--- src/rtl/frog_collision_arbiter.sv ---
// Per-pixel object arbiter and per-frame frog collision detector.
// object_to_draw is combinational; the collision and drown reports are registered, one cycle after each frame boundary.
module frog_collision_arbiter #(
  parameter int N            = 3,
  parameter int DROWN_FRAMES = 2
) (
  input  logic         CLK,
  input  logic         RESETn,
  input  logic         startOfFrame,
  input  logic         frog_draw_req,
  input  logic         log_draw_req,
  input  logic         waterfall_draw_req,
  input  logic         endbank_draw_req,
  output logic [N-1:0] object_to_draw,
  output logic         col_frog_log,
  output logic         col_frog_water,
  output logic         col_frog_endbank,
  output logic         frog_drown
);

  localparam logic [N-1:0] CODE_BACKGROUND = N'(0);
  localparam logic [N-1:0] CODE_WATERFALL  = N'(1);
  localparam logic [N-1:0] CODE_LOG        = N'(2);
  localparam logic [N-1:0] CODE_FROG       = N'(3);
  localparam logic [N-1:0] CODE_ENDBANK    = N'(4);
  localparam logic [3:0]   DROWN_LIMIT     = 4'(DROWN_FRAMES);

  typedef enum logic {
    UNARMED,
    RUN
  } state_t;

  state_t     state;
  logic       acc_fl;
  logic       acc_fw;
  logic       acc_fe;
  logic [3:0] dcnt;

  logic hit_fl;
  logic hit_fw;
  logic hit_fe;
  logic drown_cond;

  // Zero-latency arbitration keeps the code aligned with the RGB streams entering the mux.
  always_comb begin
    object_to_draw = CODE_BACKGROUND;
    if (frog_draw_req)
      object_to_draw = CODE_FROG;
    else if (log_draw_req)
      object_to_draw = CODE_LOG;
    else if (waterfall_draw_req)
      object_to_draw = CODE_WATERFALL;
    else if (endbank_draw_req)
      object_to_draw = CODE_ENDBANK;
  end

  assign hit_fl     = frog_draw_req & log_draw_req;
  assign hit_fw     = frog_draw_req & waterfall_draw_req;
  assign hit_fe     = frog_draw_req & endbank_draw_req;
  assign drown_cond = acc_fw & ~acc_fl;

  // The boundary pixel belongs to the new frame, so accumulators load rather than OR on startOfFrame.
  always_ff @(posedge CLK or negedge RESETn) begin
    if (!RESETn) begin
      state            <= UNARMED;
      acc_fl           <= 1'b0;
      acc_fw           <= 1'b0;
      acc_fe           <= 1'b0;
      dcnt             <= 4'd0;
      col_frog_log     <= 1'b0;
      col_frog_water   <= 1'b0;
      col_frog_endbank <= 1'b0;
      frog_drown       <= 1'b0;
    end else begin
      col_frog_log     <= 1'b0;
      col_frog_water   <= 1'b0;
      col_frog_endbank <= 1'b0;
      frog_drown       <= 1'b0;
      if (startOfFrame) begin
        acc_fl <= hit_fl;
        acc_fw <= hit_fw;
        acc_fe <= hit_fe;
        state  <= RUN;
        if (state == RUN) begin
          col_frog_log     <= acc_fl;
          col_frog_water   <= acc_fw;
          col_frog_endbank <= acc_fe;
          // Saturating count; the pulse fires only on the step that reaches the limit.
          if (drown_cond) begin
            if (dcnt < DROWN_LIMIT) begin
              dcnt       <= dcnt + 4'd1;
              frog_drown <= ((dcnt + 4'd1) == DROWN_LIMIT);
            end
          end else begin
            dcnt <= 4'd0;
          end
        end
      end else begin
        acc_fl <= acc_fl | hit_fl;
        acc_fw <= acc_fw | hit_fw;
        acc_fe <= acc_fe | hit_fe;
      end
    end
  end

endmodule

--- config.mk ---
export PLATFORM = sky130hd
export DESIGN_NAME = frog_collision_arbiter
export DESIGN_NICKNAME = d
export VERILOG_FILES = /design/src/rtl/frog_collision_arbiter.sv
export SDC_FILE = /design/constraint.sdc
export NUM_CORES = 1
export LEC_CHECK = 0
export CAP_MARGIN = 20
export CELL_PAD_IN_SITES_DETAIL_PLACEMENT = 1
export CELL_PAD_IN_SITES_GLOBAL_PLACEMENT = 2
export CORE_ASPECT_RATIO = 0.9
export CORE_MARGIN = 4
export CORE_UTILIZATION = 24
export CTS_CLUSTER_SIZE = 12
export DETAILED_ROUTE_END_ITERATION = 10
export GPL_TIMING_DRIVEN = 0
export PLACE_DENSITY_LB_ADDON = 0.1
export SLEW_MARGIN = 20
export SYNTH_ARGS = -nofsm -noshare
export SYNTH_HDL_FRONTEND = slang
export SYNTH_SLANG_ARGS = --single-unit
--- constraint.sdc ---
create_clock -name CLK -period 1.3 [get_ports CLK]
set_clock_uncertainty 0.1 [all_clocks]
set_input_delay 0.26 -clock CLK [delete_from_list [all_inputs] [get_ports CLK]]
set_output_delay 0.26 -clock CLK [all_outputs]
set_load 0.02 [all_outputs]
Yosys cells after proc, flatten, opt, wreduce, memory -nomap -nowiden. Cells that the tools add are included.

Logic and storage cells: 41. Bits in latches: 0. Bits in read-only memories: 0. Input bits: 7. Flip-flop bits (word level): 12. Output and inout bits: 7. Memories: 0. Bits in writable memories: 0.

Bitwise operators: 8. $add $sub $neg: 1. Divide/modulo/power cells: 0. $mul: 0. Order comparisons: 1. Equal/unequal tests: 2. Shift-type cells: 0. Multiplexer cells: 19. Reductions and logical operators: 1.

Operators by type and width (number): 1-bit 2-to-1 mux (13); 3-bit 2-to-1 mux (4); 4-bit 2-to-1 mux (2); 4-bit by 1-bit adder with 4-bit output (second input constant) (1); 1-bit AND (4); 4-bit by 2-bit equality test with 1-bit output (second input constant) (1); 4-bit by 2-bit less-than comparator with 1-bit output (second input constant) (1); 1-bit OR (3); 3-bit AND reduction (1); 2-bit by 1-bit inequality test with 1-bit output (second input constant) (1); 1-bit NOT (1).

Longest topological paths before layout. Gate-level depths: netlist (run 1).

Word-level depth: 6. Mapped depth: 4. Mapped depth without buffers: 4.

Worst setup path before layout (run 1). No wires, ideal clock.

Path kind: input-to-output. Start: in frog_draw_req. End: out object_to_draw[2]. Stages on the path: 2. Data required time: 0.940 ns. Path slack: -0.187 ns. Buffers on the path: 0. Arrival: 1.127 ns. Cells stage by stage: or2_1 -> nor3b_1.

Word-level cells in the longest chain between the ends: 1.

Ends and longest elaborated chain: from (decl) (RTL line 10) `input logic frog_draw_req,`; 3-bit 2-to-1 mux (RTL line 47) `if (frog_draw_req)`; to (decl) (RTL line 14) `output logic [N-1:0] object_to_draw,`.

Every way passes these cells.

Final worst setup path (run 1).
Start: reg dcnt[3]. End: reg dcnt[1].

Word-level cells in the longest chain between the ends: 3.

Ends and longest elaborated chain: from (decl) (RTL line 37) `logic [3:0] dcnt;`; from (signal assigned) (RTL line 91) `dcnt <= dcnt + 4'd1;`; 4-bit by 2-bit less-than comparator with 1-bit output (RTL line 90) `if (dcnt < DROWN_LIMIT) begin`; 2-bit by 1-bit inequality test with 1-bit output (no line); 3-bit AND reduction (no line).

Every way passes these cells. A chain may end at the register's enable or synchronous reset.

==> metrics.txt, run 1 <==
# TYPE chip_impl_metric gauge
chip_impl_metric{name="detail_route.wl_per_cell",unit="um"} 11.1
chip_impl_metric{name="p_leak",unit="uW"} 0.000357
chip_impl_metric{name="worstPathMaxFanout",unit=""} 2
chip_impl_info{name="critPathKind",value="reg2reg"} 1
chip_impl_metric{name="slew-limit-headroom",unit="%"} 64.6
chip_impl_info{name="critPathLaunchType",value="flip-flop"} 1
chip_impl_info{name="cp-startpoint",value="dcnt[3]"} 1
chip_impl_metric{name="latest_clock_arrival_within_the_worst_skew_pair",unit="ns"} 0.26
chip_impl_metric{name="syn-mean-instance-area",unit="um^2"} 10.7
chip_impl_metric{name="dpl.hpwl",unit="um"} 777
chip_impl_metric{name="area_fraction_in_compound_gates_after_synthesis",unit="%"} 8.38
chip_impl_metric{name="hold_viol",unit=""} 0
chip_impl_info{name="violations",value="setup timing"} 1
chip_impl_info{name="min_from",value="frog_draw_req"} 1
chip_impl_info{name="synth.top_cells.by_area",value="dfrtp_1 (61%), ha_1 (5.1%), inv_1 (3.8%), nor2_1 (3.8%), o21ai_0 (3.0%)"} 1
chip_impl_metric{name="maximum_number_of_pins_on_one_net_before_global_route_repair",unit=""} 13
chip_impl_metric{name="first_global_vias",unit=""} 390
chip_impl_metric{name="timing.critical_path.arrival",unit="ns"} 1.52
chip_impl_metric{name="global_route.usage.total",unit="%"} 7.96
chip_impl_metric{name="nNetsFinal",unit=""} 76
chip_impl_metric{name="holdBufCountCts",unit=""} 0
chip_impl_metric{name="num_io_pins",unit=""} 14
chip_impl_metric{name="wirelength",unit="um"} 1010
chip_impl_metric{name="io_buffer_count",unit=""} 13
chip_impl_info{name="yosys.area.top_type",value="dfrtp_1"} 1
chip_impl_metric{name="timing.max_cap.violations",unit=""} 0
chip_impl_metric{name="internal_power",unit="uW"} 691
chip_impl_metric{name="r2r_slack",unit="ns"} -0.13
chip_impl_metric{name="via_count",unit=""} 376
chip_impl_metric{name="synth.area.mux_share",unit="%"} 2.03
chip_impl_metric{name="postSynthCellCount",unit=""} 46
chip_impl_info{name="tritoncts",value="yes"} 1
chip_impl_metric{name="detail_route.first_pass.iterations",unit=""} 2
chip_impl_metric{name="power.clock.fraction",unit="%"} 30.5
chip_impl_metric{name="post_synth_fa_ha_maj_area_fraction",unit="%"} 5.08
chip_impl_metric{name="synth_xor_area_share",unit="%"} 0
chip_impl_metric{name="die_width",unit="um"} 55.8
chip_impl_metric{name="area_share_of_the_leading_cell_type_in_the_synthesized_netlist",unit="%"} 60.9
chip_impl_metric{name="synth_seq_cells",unit=""} 12
chip_impl_info{name="worstHoldPathType",value="in2reg"} 1
chip_impl_metric{name="clockBufferDepth",unit=""} 2
chip_impl_metric{name="totalPowerFinal",unit="uW"} 945
chip_impl_metric{name="grt_remaining_overflow",unit=""} 0
chip_impl_metric{name="num_antenna_cells",unit=""} 0
chip_impl_metric{name="slew_violations",unit=""} 0
chip_impl_metric{name="sequential_share_of_the_synthesized_area",unit="%"} 60.9
chip_impl_metric{name="synthesized_netlist_net_count",unit=""} 55
chip_impl_metric{name="nFillCells",unit=""} 224
chip_impl_metric{name="power.density",unit="mW/mm^2"} 1330
chip_impl_metric{name="initial_utilization",unit="%"} 25.5
chip_impl_metric{name="via_per_inst",unit=""} 4.13
chip_impl_metric{name="drt_iter0_markers",unit=""} 3
chip_impl_metric{name="final_min_period_over_clock_period",unit="%"} 110
chip_impl_metric{name="clock_sinks",unit=""} 12
chip_impl_metric{name="setup-violations-final",unit=""} 2
chip_impl_metric{name="power.share.combinational",unit="%"} 22.2
chip_impl_metric{name="layout-drive-gt1-share",unit="%"} 28.8
chip_impl_metric{name="postLayoutSetupSlackWorst",unit="ns"} -0.132
chip_impl_metric{name="core",unit="mm^2"} 0.00193
chip_impl_metric{name="clk_pin_slew_worst_paths",unit="ns"} 0.07
chip_impl_metric{name="yosys.cell_types.count",unit=""} 16
chip_impl_metric{name="die-height",unit="um"} 51.0
chip_impl_info{name="worstPathCellList",value="or3_4 -> or3_1 -> a21oi_1"} 1
chip_impl_metric{name="sequentialPowerShare",unit="%"} 47.3
chip_impl_info{name="outcome",value="finished, violations left"} 1
chip_impl_metric{name="peakVddDrop",unit="mV"} 0.571
chip_impl_metric{name="die_area",unit="mm^2"} 0.00284
chip_impl_metric{name="critical_path_required",unit="ns"} 1.39
chip_impl_metric{name="maxClockFrequency",unit="MHz"} 699
chip_impl_metric{name="count_of_placed_standard_cells_in_the_final_layout_fillers_left_out",unit=""} 91
chip_impl_info{name="critical_path.slowest_cell",value="dfrtp_1"} 1
chip_impl_metric{name="grt_pass1_wl",unit="um"} 1740
chip_impl_metric{name="post_synth_instance_area",unit="um^2"} 493
chip_impl_metric{name="area_fraction_in_and_or_nand_and_nor_cells_after_synthesis",unit="%"} 19.8
chip_impl_metric{name="rows",unit=""} 15
chip_impl_metric{name="cp_num_buf_inv",unit=""} 0
chip_impl_info{name="top_delay_family_on_crit_path",value="simple AND/OR/NAND/NOR gates"} 1
chip_impl_metric{name="switching_share",unit="%"} 26.9
chip_impl_info{name="ctsRootBufferMaster",value="clkbuf_4"} 1
chip_impl_metric{name="gp_routability_congestion",unit=""} 0.665
chip_impl_metric{name="detail_route.drc_violations",unit=""} 0
chip_impl_metric{name="numPlacedInstances",unit=""} 84
chip_impl_metric{name="netSwitchingPower",unit="uW"} 254
chip_impl_metric{name="worst_pin_slew",unit="ns"} 0.530
chip_impl_metric{name="tritoncts.num_buffers",unit=""} 3
chip_impl_metric{name="number_of_antenna_violating_nets_in_the_routed_design",unit=""} 0
chip_impl_info{name="synth_top_family_by_area",value="simple AND/OR/NAND/NOR gates"} 1
chip_impl_info{name="rsz0062_at_grt",value="true"} 1
chip_impl_metric{name="antenna_found_initial",unit=""} 0
chip_impl_metric{name="cts_h_tree_lvls",unit=""} 1
chip_impl_metric{name="crit_path_max_incr_delay",unit="ns"} 0.39
chip_impl_metric{name="syn_to_final_growth",unit="%"} 44.2
chip_impl_metric{name="period_minus_slack",unit="ns"} 1.43
chip_impl_info{name="r2r-start",value="dcnt[3]"} 1
chip_impl_info{name="crit_path_end_kind",value="flip-flop"} 1
chip_impl_metric{name="yosysWarnings",unit=""} 0
power groups by stage:
stage	Sequential (uW)	Combinational [uW]	Clock (uW)
global placement	453	199	0
global route	453	238	333
detailed placement	454	200	0
CTS	445	196	303
floorplan	456	109	0
finish	447	210	288
synth_stat cells, drive strengths merged:
library cell	count
nor2b	2
inv	5
mux2i	1
a41oi	1
or3	2
nand4	1
nor3	1
nor2	5
ha	2
or2	2
nor3b	2
a21oi	2
dfrtp	12
a21o	1
nand2	4
o21ai	3
cell type report:
class / count / area, um^2 / area share (%)
Sequential cell: 12 / 300 / 42.3
Multi-Input combinational cell: 29 / 189 / 26.6
Timing Repair Buffer: 16 / 135 / 19.0
Clock buffer: 4 / 36.3 / 5.11
Tap cell: 25 / 31.3 / 4.40
Inverter: 5 / 18.8 / 2.64
worst paths after layout:
path / endpoint / cells past startpoint
max: dcnt[1] / 3
min: acc_fw / 3
max reg2reg: dcnt[1] / 3
min reg2reg: col_frog_endbank / 2
max in group asynchronous: acc_fl / 1
min in group asynchronous: frog_drown / 1
layer usage:
| layer | global-route usage (%) | part of all wire, % | up-vias |
|---|---|---|---|
| li1 | - | - | 197 |
| met1 | 10.2 | 49 | 167 |
| met2 | 11.6 | 43 | 12 |
| met3 | 4.80 | 7.9 | 0 |
| met4 | 1.21 | 0 | 0 |
| met5 | 0 | 0 | - |
cells by family after synthesis:
family,Yosys count
fa+ha+maj,2
simple gates,19
flops,12
buf+inv,5
compound gates,7
mux,1
placed cells by master (no fill, tap or decap), drive strengths merged:
cell type and n:
inv 5, nor2 5, or2 2, a41oi 1, nand4 1, ha 2
clkdlybuf4s15 1, clkdlybuf4s50 2, nor3 1, a21oi 2, dlygate4sd2 1, nor3b 2
dlymetal6s2s 1, a21o 1, nor2b 2, mux2i 1, buf 8, dfrtp 12
o21ai 3, nand2 4, clkbuf 7, or3 2
flip-flops by register name (all words and copies together) (netlist names):
| signal | cells |
|---|---|
| dcnt | 4 |
| acc_fe | 1 |
| acc_fl | 1 |
| acc_fw | 1 |
| col_frog_endbank | 1 |
| col_frog_log | 1 |
| col_frog_water | 1 |
| frog_drown | 1 |
| state | 1 |
what timing repair did:
action                                  CTS  global route
endpoints found under the setup margin    8             9
gates resized for setup                  30            12
pin swaps                                 2             2
setup buffers                             2             1
worst reg2reg max path, stage by stage, from the launching register on:
cell	delay, ns
dfrtp_1	0.39
or3_4	0.39
or3_1	0.34
a21oi_1	0.14
metrics by stage:
stage          setup TNS [ns]  instance area, um^2  hold slack (ns)  setup slack (ns)  utilization, %
2_1_floorplan         -0.0547                  498           -0.136           -0.0547               -
3_3_place_gp            -3.59                  659            0.375            -0.875            34.1
3_5_place_dp            -3.40                  659            0.382            -0.861            34.1
4_1_cts                -0.243                  696            0.160            -0.108            36.0
5_1_grt                -0.415                  711           0.0881            -0.189            36.8
6_report               -0.177                  711            0.104            -0.132            36.8
Note: power is estimated with default switching activity, not from simulation.
==> run 2: changes to the inputs <==
--- a/config.mk
+++ b/config.mk
@@ -7,10 +7,10 @@
 export LEC_CHECK = 0
 export CAP_MARGIN = 20
 export CELL_PAD_IN_SITES_DETAIL_PLACEMENT = 1
-export CELL_PAD_IN_SITES_GLOBAL_PLACEMENT = 2
+export CELL_PAD_IN_SITES_GLOBAL_PLACEMENT = 1
 export CORE_ASPECT_RATIO = 0.9
 export CORE_MARGIN = 4
-export CORE_UTILIZATION = 24
+export CORE_UTILIZATION = 30
 export CTS_CLUSTER_SIZE = 12
 export DETAILED_ROUTE_END_ITERATION = 10
 export GPL_TIMING_DRIVEN = 0
==> run 2 against run 1 <==
Compared with the run above:
- the run still ends with setup timing left
- non-clock buffer count is 1 lower
- die area is 17% lower
- sequential share of layout area is 0.76 points higher
- wire length is 0.60% higher
- sequential power is 1% higher
- first-iteration DRC count stayed put
- critical path type unchanged
==> metrics.txt, run 2 (synthesis results as in run 1) <==
# TYPE chip_impl_metric gauge
chip_impl_metric{name="tritoncts.num_buffers",unit=""} 3
chip_impl_metric{name="timing.max_cap.violations",unit=""} 0
chip_impl_metric{name="setup-violations-final",unit=""} 1
chip_impl_metric{name="cts_h_tree_lvls",unit=""} 1
chip_impl_metric{name="count_of_placed_standard_cells_in_the_final_layout_fillers_left_out",unit=""} 87
chip_impl_info{name="ctsRootBufferMaster",value="clkbuf_4"} 1
chip_impl_info{name="violations",value="setup timing"} 1
chip_impl_metric{name="netSwitchingPower",unit="uW"} 274
chip_impl_info{name="tritoncts",value="yes"} 1
chip_impl_info{name="outcome",value="finished, violations left"} 1
chip_impl_metric{name="sequentialPowerShare",unit="%"} 46.1
chip_impl_metric{name="gp_routability_congestion",unit=""} 0.711
chip_impl_metric{name="hold-worst-slack",unit="ns"} 0.105
chip_impl_metric{name="grt_pass1_wl",unit="um"} 1860
chip_impl_metric{name="worstPathMaxFanout",unit=""} 3
chip_impl_info{name="critPathKind",value="reg2reg"} 1
chip_impl_metric{name="global_route.usage.total",unit="%"} 11.3
chip_impl_metric{name="io_buffer_count",unit=""} 13
chip_impl_info{name="critical_path.slowest_cell",value="dfrtp_1"} 1
chip_impl_metric{name="die-height",unit="um"} 46.5
chip_impl_metric{name="critical_path_required",unit="ns"} 1.40
chip_impl_metric{name="slew_violations",unit=""} 0
chip_impl_metric{name="num_antenna_cells",unit=""} 0
chip_impl_info{name="largest_register_by_flop_count",value="dcnt"} 1
chip_impl_metric{name="initial_utilization",unit="%"} 32.9
chip_impl_metric{name="final_min_period_over_clock_period",unit="%"} 111
chip_impl_metric{name="met1_length",unit="um"} 453
chip_impl_metric{name="peakVddDrop",unit="mV"} 0.586
chip_impl_metric{name="clk_pin_slew_worst_paths",unit="ns"} 0.07
chip_impl_metric{name="num_io_pins",unit=""} 14
chip_impl_metric{name="die_area",unit="mm^2"} 0.00236
chip_impl_metric{name="largest_reg_flops",unit=""} 4
chip_impl_metric{name="slew-limit-headroom",unit="%"} 66.1
chip_impl_metric{name="core",unit="mm^2"} 0.00150
chip_impl_info{name="crit_path_end_kind",value="flip-flop"} 1
chip_impl_metric{name="power.clock.fraction",unit="%"} 29.8
chip_impl_metric{name="power.share.combinational",unit="%"} 24.1
chip_impl_info{name="mostFrequentLayoutCells",value="dfrtp_1 (12), inv_1 (4), nand2_1 (4), nor2_1 (4), clkbuf_2 (4)"} 1
chip_impl_metric{name="hold_viol",unit=""} 0
chip_impl_metric{name="setup-tns-final",unit="ns"} -0.141
chip_impl_metric{name="antenna_found_initial",unit=""} 0
chip_impl_metric{name="latest_clock_arrival_within_the_worst_skew_pair",unit="ns"} 0.27
chip_impl_metric{name="die_width",unit="um"} 50.7
chip_impl_metric{name="postLayoutSetupSlackWorst",unit="ns"} -0.141
chip_impl_metric{name="number_of_antenna_violating_nets_in_the_routed_design",unit=""} 0
chip_impl_metric{name="first_global_vias",unit=""} 435
chip_impl_metric{name="via_per_inst",unit=""} 4.46
chip_impl_metric{name="wirelength",unit="um"} 1010
chip_impl_info{name="top_layer_used",value="met4"} 1
chip_impl_metric{name="pre_cts_slack",unit="ns"} -0.858
chip_impl_info{name="layout.cells.most_common",value="dfrtp_1"} 1
chip_impl_info{name="critPathLaunchType",value="flip-flop"} 1
chip_impl_metric{name="amount_of_wire_on_met2_after_detailed_routing",unit="um"} 467
chip_impl_metric{name="wl_met3",unit="um"} 80
chip_impl_info{name="worstHoldPathType",value="in2reg"} 1
chip_impl_metric{name="maximum_number_of_pins_on_one_net_before_global_route_repair",unit=""} 13
chip_impl_metric{name="detail_route.wl_per_cell",unit="um"} 11.6
chip_impl_metric{name="clockBufferDepth",unit=""} 2
chip_impl_metric{name="clock_sinks",unit=""} 12
chip_impl_metric{name="syn_to_final_growth",unit="%"} 41.6
chip_impl_info{name="worstPathCellList",value="or3_1 -> or3_4 -> a21oi_2"} 1
chip_impl_metric{name="holdBufCountCts",unit=""} 0
chip_impl_metric{name="grt_remaining_overflow",unit=""} 0
chip_impl_metric{name="crit_path_max_incr_delay",unit="ns"} 0.41
chip_impl_metric{name="nNetsFinal",unit=""} 75
chip_impl_metric{name="via_count",unit=""} 388
chip_impl_metric{name="period_minus_slack",unit="ns"} 1.44
chip_impl_metric{name="layout-drive-gt1-share",unit="%"} 35.4
chip_impl_metric{name="drt_iter0_markers",unit=""} 3
chip_impl_metric{name="totalPowerFinal",unit="uW"} 980
chip_impl_metric{name="internal_power",unit="uW"} 706
chip_impl_metric{name="maxClockFrequency",unit="MHz"} 694
chip_impl_metric{name="dpl.hpwl",unit="um"} 745
chip_impl_metric{name="detail_route.first_pass.iterations",unit=""} 2
chip_impl_metric{name="r2r_slack",unit="ns"} -0.14
chip_impl_metric{name="power.density",unit="mW/mm^2"} 1400
chip_impl_metric{name="p_leak",unit="uW"} 0.000347
chip_impl_metric{name="timing.critical_path.arrival",unit="ns"} 1.55
chip_impl_metric{name="numPlacedInstances",unit=""} 81
chip_impl_metric{name="detail_route.drc_violations",unit=""} 0
chip_impl_metric{name="switching_share",unit="%"} 27.9
chip_impl_metric{name="rows",unit=""} 13
chip_impl_info{name="rsz0062_at_grt",value="true"} 1
chip_impl_metric{name="worst_pin_slew",unit="ns"} 0.507
==> run 2: what timing repair did <==
item,4_1_cts,5_1_grt
pin swaps,2,3
endpoints found under the setup margin,8,10
setup buffers,1,1
gates cloned,0,0
endpoints found under the hold margin,0,0
resized for setup,36,9
==> run 2: per-stage QoR <==
stage | instance area, um^2 | util, %
final | 698 | 46.7
after CTS | 691 | 46.2
after floorplan | 498 | -
after detailed placement | 656 | 43.8
after global placement | 656 | 43.8
after global routing | 698 | 46.7
==> run 2: routing by layer <==
metal	up-vias	track usage, %
met4	0	6.45
met1	183	12.9
li1	188	-
met2	15	16.9
met3	2	6.15
met5	-	0
==> run 2: power groups by stage <==
stage                     Sequential [uW]  Combinational [uW]  Clock (uW)
after floorplan                       456                 109           0
after detailed placement              456                 195           0
final                                 452                 236         292
after global placement                453                 193           0
after CTS                             451                 199         307
after global routing                  458                 276         330
==> run 2: cell type report <==
class / count / area, um^2
clock buffers: 4 / 36.3
flip-flops and latches: 12 / 300
multi-input cells: 29 / 203
well taps: 22 / 27.5
inverters: 5 / 18.8
fillers: 189 / 798
repair buffers: 15 / 113
==> run 2: final timing paths <==
kind | startpoint | end | depth (start not counted)
min | frog_draw_req | acc_fe | 3
max | dcnt[2] | dcnt[1] | 3
min in group asynchronous | RESETn | col_frog_log | 1
min reg2reg | acc_fe | col_frog_endbank | 2
max reg2reg | dcnt[2] | dcnt[1] | 3
max in group asynchronous | RESETn | dcnt[2] | 1
==> run 2: worst max-delay path: cells and delay by family (launching register included) <==
kind	cells	cell delay, ns
flip-flops	1	0.41
AO/OA/AOI/OAI	1	0.12
AND/OR/NAND/NOR	2	0.75
==> run 3: changes to the inputs <==
--- a/config.mk
+++ b/config.mk
@@ -14,7 +14,8 @@
 export CTS_CLUSTER_SIZE = 12
 export DETAILED_ROUTE_END_ITERATION = 10
 export GPL_TIMING_DRIVEN = 0
-export PLACE_DENSITY_LB_ADDON = 0.1
+export PLACE_DENSITY_LB_ADDON = 0.12
+export SETUP_SLACK_MARGIN = 0.3
 export SLEW_MARGIN = 20
 export SYNTH_ARGS = -nofsm -noshare
 export SYNTH_HDL_FRONTEND = slang
==> constraint.sdc (replaced) <==
create_clock -name CLK -period 1.55 [get_ports CLK]
set_clock_uncertainty 0.1 [all_clocks]
set_input_delay 0.31 -clock CLK [delete_from_list [all_inputs] [get_ports CLK]]
set_output_delay 0.31 -clock CLK [all_outputs]
set_load 0.02 [all_outputs]
==> run 3 against run 2 <==
Compared with the run above:
- the flow now finishes without violations
- register-to-register slack better by 0.23 ns
- combinational power is 10% higher
- sequential power is 17% lower
- total power is 10% lower
- sequential cell count stayed put
- largest power group unchanged
==> metrics.txt, run 3 (synthesis results as in run 1) <==
# TYPE chip_impl_metric gauge
chip_impl_metric{name="critical_path_required",unit="ns"} 1.65
chip_impl_metric{name="power.clock.fraction",unit="%"} 28.0
chip_impl_metric{name="detail_route.drc_violations",unit=""} 0
chip_impl_info{name="crit_path_end_kind",value="flip-flop"} 1
chip_impl_metric{name="wirelength",unit="um"} 1200
chip_impl_metric{name="maxClockFrequency",unit="MHz"} 685
chip_impl_metric{name="clk_pin_slew_worst_paths",unit="ns"} 0.07
chip_impl_metric{name="layout-drive-gt1-share",unit="%"} 39.7
chip_impl_metric{name="die-height",unit="um"} 46.5
chip_impl_metric{name="via_per_inst",unit=""} 4.53
chip_impl_info{name="largest_register_by_flop_count",value="dcnt"} 1
chip_impl_metric{name="p_leak",unit="uW"} 0.000381
chip_impl_metric{name="syn_to_final_growth",unit="%"} 51.0
chip_impl_metric{name="antenna_found_initial",unit=""} 0
chip_impl_info{name="mostFrequentLayoutCells",value="dfrtp_1 (12), buf_4 (6), inv_1 (5), buf_2 (5), nor2_1 (4)"} 1
chip_impl_metric{name="sequentialPowerShare",unit="%"} 42.5
chip_impl_metric{name="nNetsFinal",unit=""} 78
chip_impl_metric{name="peakVddDrop",unit="mV"} 0.575
chip_impl_info{name="tritoncts",value="yes"} 1
chip_impl_metric{name="tritoncts.num_buffers",unit=""} 3
chip_impl_info{name="critPathLaunchType",value="flip-flop"} 1
chip_impl_metric{name="netSwitchingPower",unit="uW"} 252
chip_impl_metric{name="clockBufferDepth",unit=""} 2
chip_impl_metric{name="timing.max_cap.violations",unit=""} 0
chip_impl_metric{name="holdBufCountCts",unit=""} 0
chip_impl_metric{name="grt_remaining_overflow",unit=""} 0
chip_impl_info{name="layout.cells.most_common",value="dfrtp_1"} 1
chip_impl_metric{name="setup-violations-final",unit=""} 0
chip_impl_metric{name="hold_viol",unit=""} 0
chip_impl_metric{name="timing.critical_path.arrival",unit="ns"} 1.56
chip_impl_metric{name="die_width",unit="um"} 50.7
chip_impl_metric{name="clock_sinks",unit=""} 12
chip_impl_metric{name="initial_utilization",unit="%"} 32.9
chip_impl_metric{name="final_min_period_over_clock_period",unit="%"} 94.1
chip_impl_metric{name="io_buffer_count",unit=""} 13
chip_impl_metric{name="rows",unit=""} 13
chip_impl_metric{name="latest_clock_arrival_within_the_worst_skew_pair",unit="ns"} 0.27
chip_impl_metric{name="grt_pass1_wl",unit="um"} 1860
chip_impl_metric{name="worstPathMaxFanout",unit=""} 3
chip_impl_metric{name="die_area",unit="mm^2"} 0.00236
chip_impl_metric{name="setup-tns-final",unit="ns"} 0
chip_impl_metric{name="period_minus_slack",unit="ns"} 1.46
chip_impl_metric{name="first_global_vias",unit=""} 405
chip_impl_metric{name="cts_h_tree_lvls",unit=""} 1
chip_impl_info{name="outcome",value="completed"} 1
chip_impl_metric{name="internal_power",unit="uW"} 629
chip_impl_metric{name="dpl.hpwl",unit="um"} 762
chip_impl_metric{name="num_antenna_cells",unit=""} 0
chip_impl_metric{name="maximum_number_of_pins_on_one_net_before_global_route_repair",unit=""} 13
chip_impl_metric{name="largest_reg_flops",unit=""} 4
chip_impl_metric{name="worst_pin_slew",unit="ns"} 0.553
chip_impl_metric{name="power.density",unit="mW/mm^2"} 1180
chip_impl_metric{name="power.share.combinational",unit="%"} 29.5
chip_impl_metric{name="via_count",unit=""} 408
chip_impl_metric{name="numPlacedInstances",unit=""} 81
chip_impl_metric{name="drt_iter0_markers",unit=""} 2
chip_impl_metric{name="nFillCells",unit=""} 173
chip_impl_metric{name="slew_violations",unit=""} 0
chip_impl_metric{name="global_route.usage.total",unit="%"} 11.3
chip_impl_info{name="worstHoldPathType",value="in2reg"} 1
chip_impl_metric{name="detail_route.first_pass.iterations",unit=""} 3
chip_impl_metric{name="slew-limit-headroom",unit="%"} 63.0
chip_impl_metric{name="detail_route.wl_per_cell",unit="um"} 13.4
chip_impl_metric{name="number_of_antenna_violating_nets_in_the_routed_design",unit=""} 0
chip_impl_metric{name="num_io_pins",unit=""} 14
chip_impl_metric{name="switching_share",unit="%"} 28.6
chip_impl_metric{name="count_of_placed_standard_cells_in_the_final_layout_fillers_left_out",unit=""} 90
chip_impl_info{name="ctsRootBufferMaster",value="clkbuf_4"} 1
chip_impl_metric{name="core",unit="mm^2"} 0.00150
chip_impl_metric{name="gp_routability_congestion",unit=""} 0.668
chip_impl_info{name="critPathKind",value="reg2reg"} 1
chip_impl_info{name="rsz0062_at_grt",value="true"} 1
-- run 3: cell types whose count changed in the layout (fill, tap and decap cells not counted), moves of 2 or more --
cell      delta
nor3b_2      -2
clkbuf_2     -4
buf_2        +3
buf_4        +3
-- run 3: metrics by stage --
step / utilization [%] / cell area, um^2 / power, uW / hold slack (ns) / worst slack, ns
after global placement: 44.4 / 664 / 545 / 0.378 / -0.753
after global routing: 49.7 / 744 / 939 / 0.199 / 0.0577
final: 49.7 / 744 / 881 / 0.157 / 0.0908
after detailed placement: 44.4 / 664 / 548 / 0.399 / -0.750
after CTS: 45.7 / 684 / 805 / 0.178 / 0.136
after floorplan: - / 507 / 477 / -0.0856 / 0.195
-- run 3: repair_timing --
action                                  4_1_cts  5_1_grt
endpoints found under the setup margin       11        6
pin swaps                                     2        2
buffers inserted                              2        3
gates resized for setup                      48        9
-- run 3: worst paths after layout --
kind | from | end | slack [ns] | cells after the start
hold / removal | log_draw_req | acc_fl | 0.16 | 3
max in group asynchronous | RESETn | state | 0.69 | 1
hold reg to reg | acc_fe | col_frog_endbank | 0.41 | 2
min in group asynchronous | RESETn | frog_drown | 0.29 | 1
setup reg to reg | dcnt[2] | dcnt[1] | 0.09 | 3
setup / recovery | dcnt[2] | dcnt[1] | 0.09 | 3
-- run 3: routing by layer --
layer	wire length, um	GRT usage [%]
met1	563	14.4
met2	557	16.7
met3	80	5.18
met4	0	4.84
met5	0	0
-- run 3: power groups by stage --
stage / Sequential (uW) / Clock, uW / Combinational, uW
final: 374 / 247 / 260
after global routing: 381 / 273 / 285
after CTS: 375 / 252 / 178
after detailed placement: 382 / 0 / 166
after global placement: 379 / 0 / 166
after floorplan: 383 / 0 / 93.9
-- run 3: critical path, stage by stage (launching register included) --
cell	delay, ns
dfrtp_1	0.41
or3_4	0.38
or3_4	0.37
a21oi_2	0.12
-- run 3: area by class of cell --
cell class | count | area, um^2 | area share [%]
inverter | 5 | 18.8 | 2.52
timing repair buffer | 18 | 150 | 20.2
multi-input combinational | 29 | 211 | 28.4
clock buffer | 4 | 36.3 | 4.87
tap | 22 | 27.5 | 3.70
sequential | 12 | 300 | 40.3
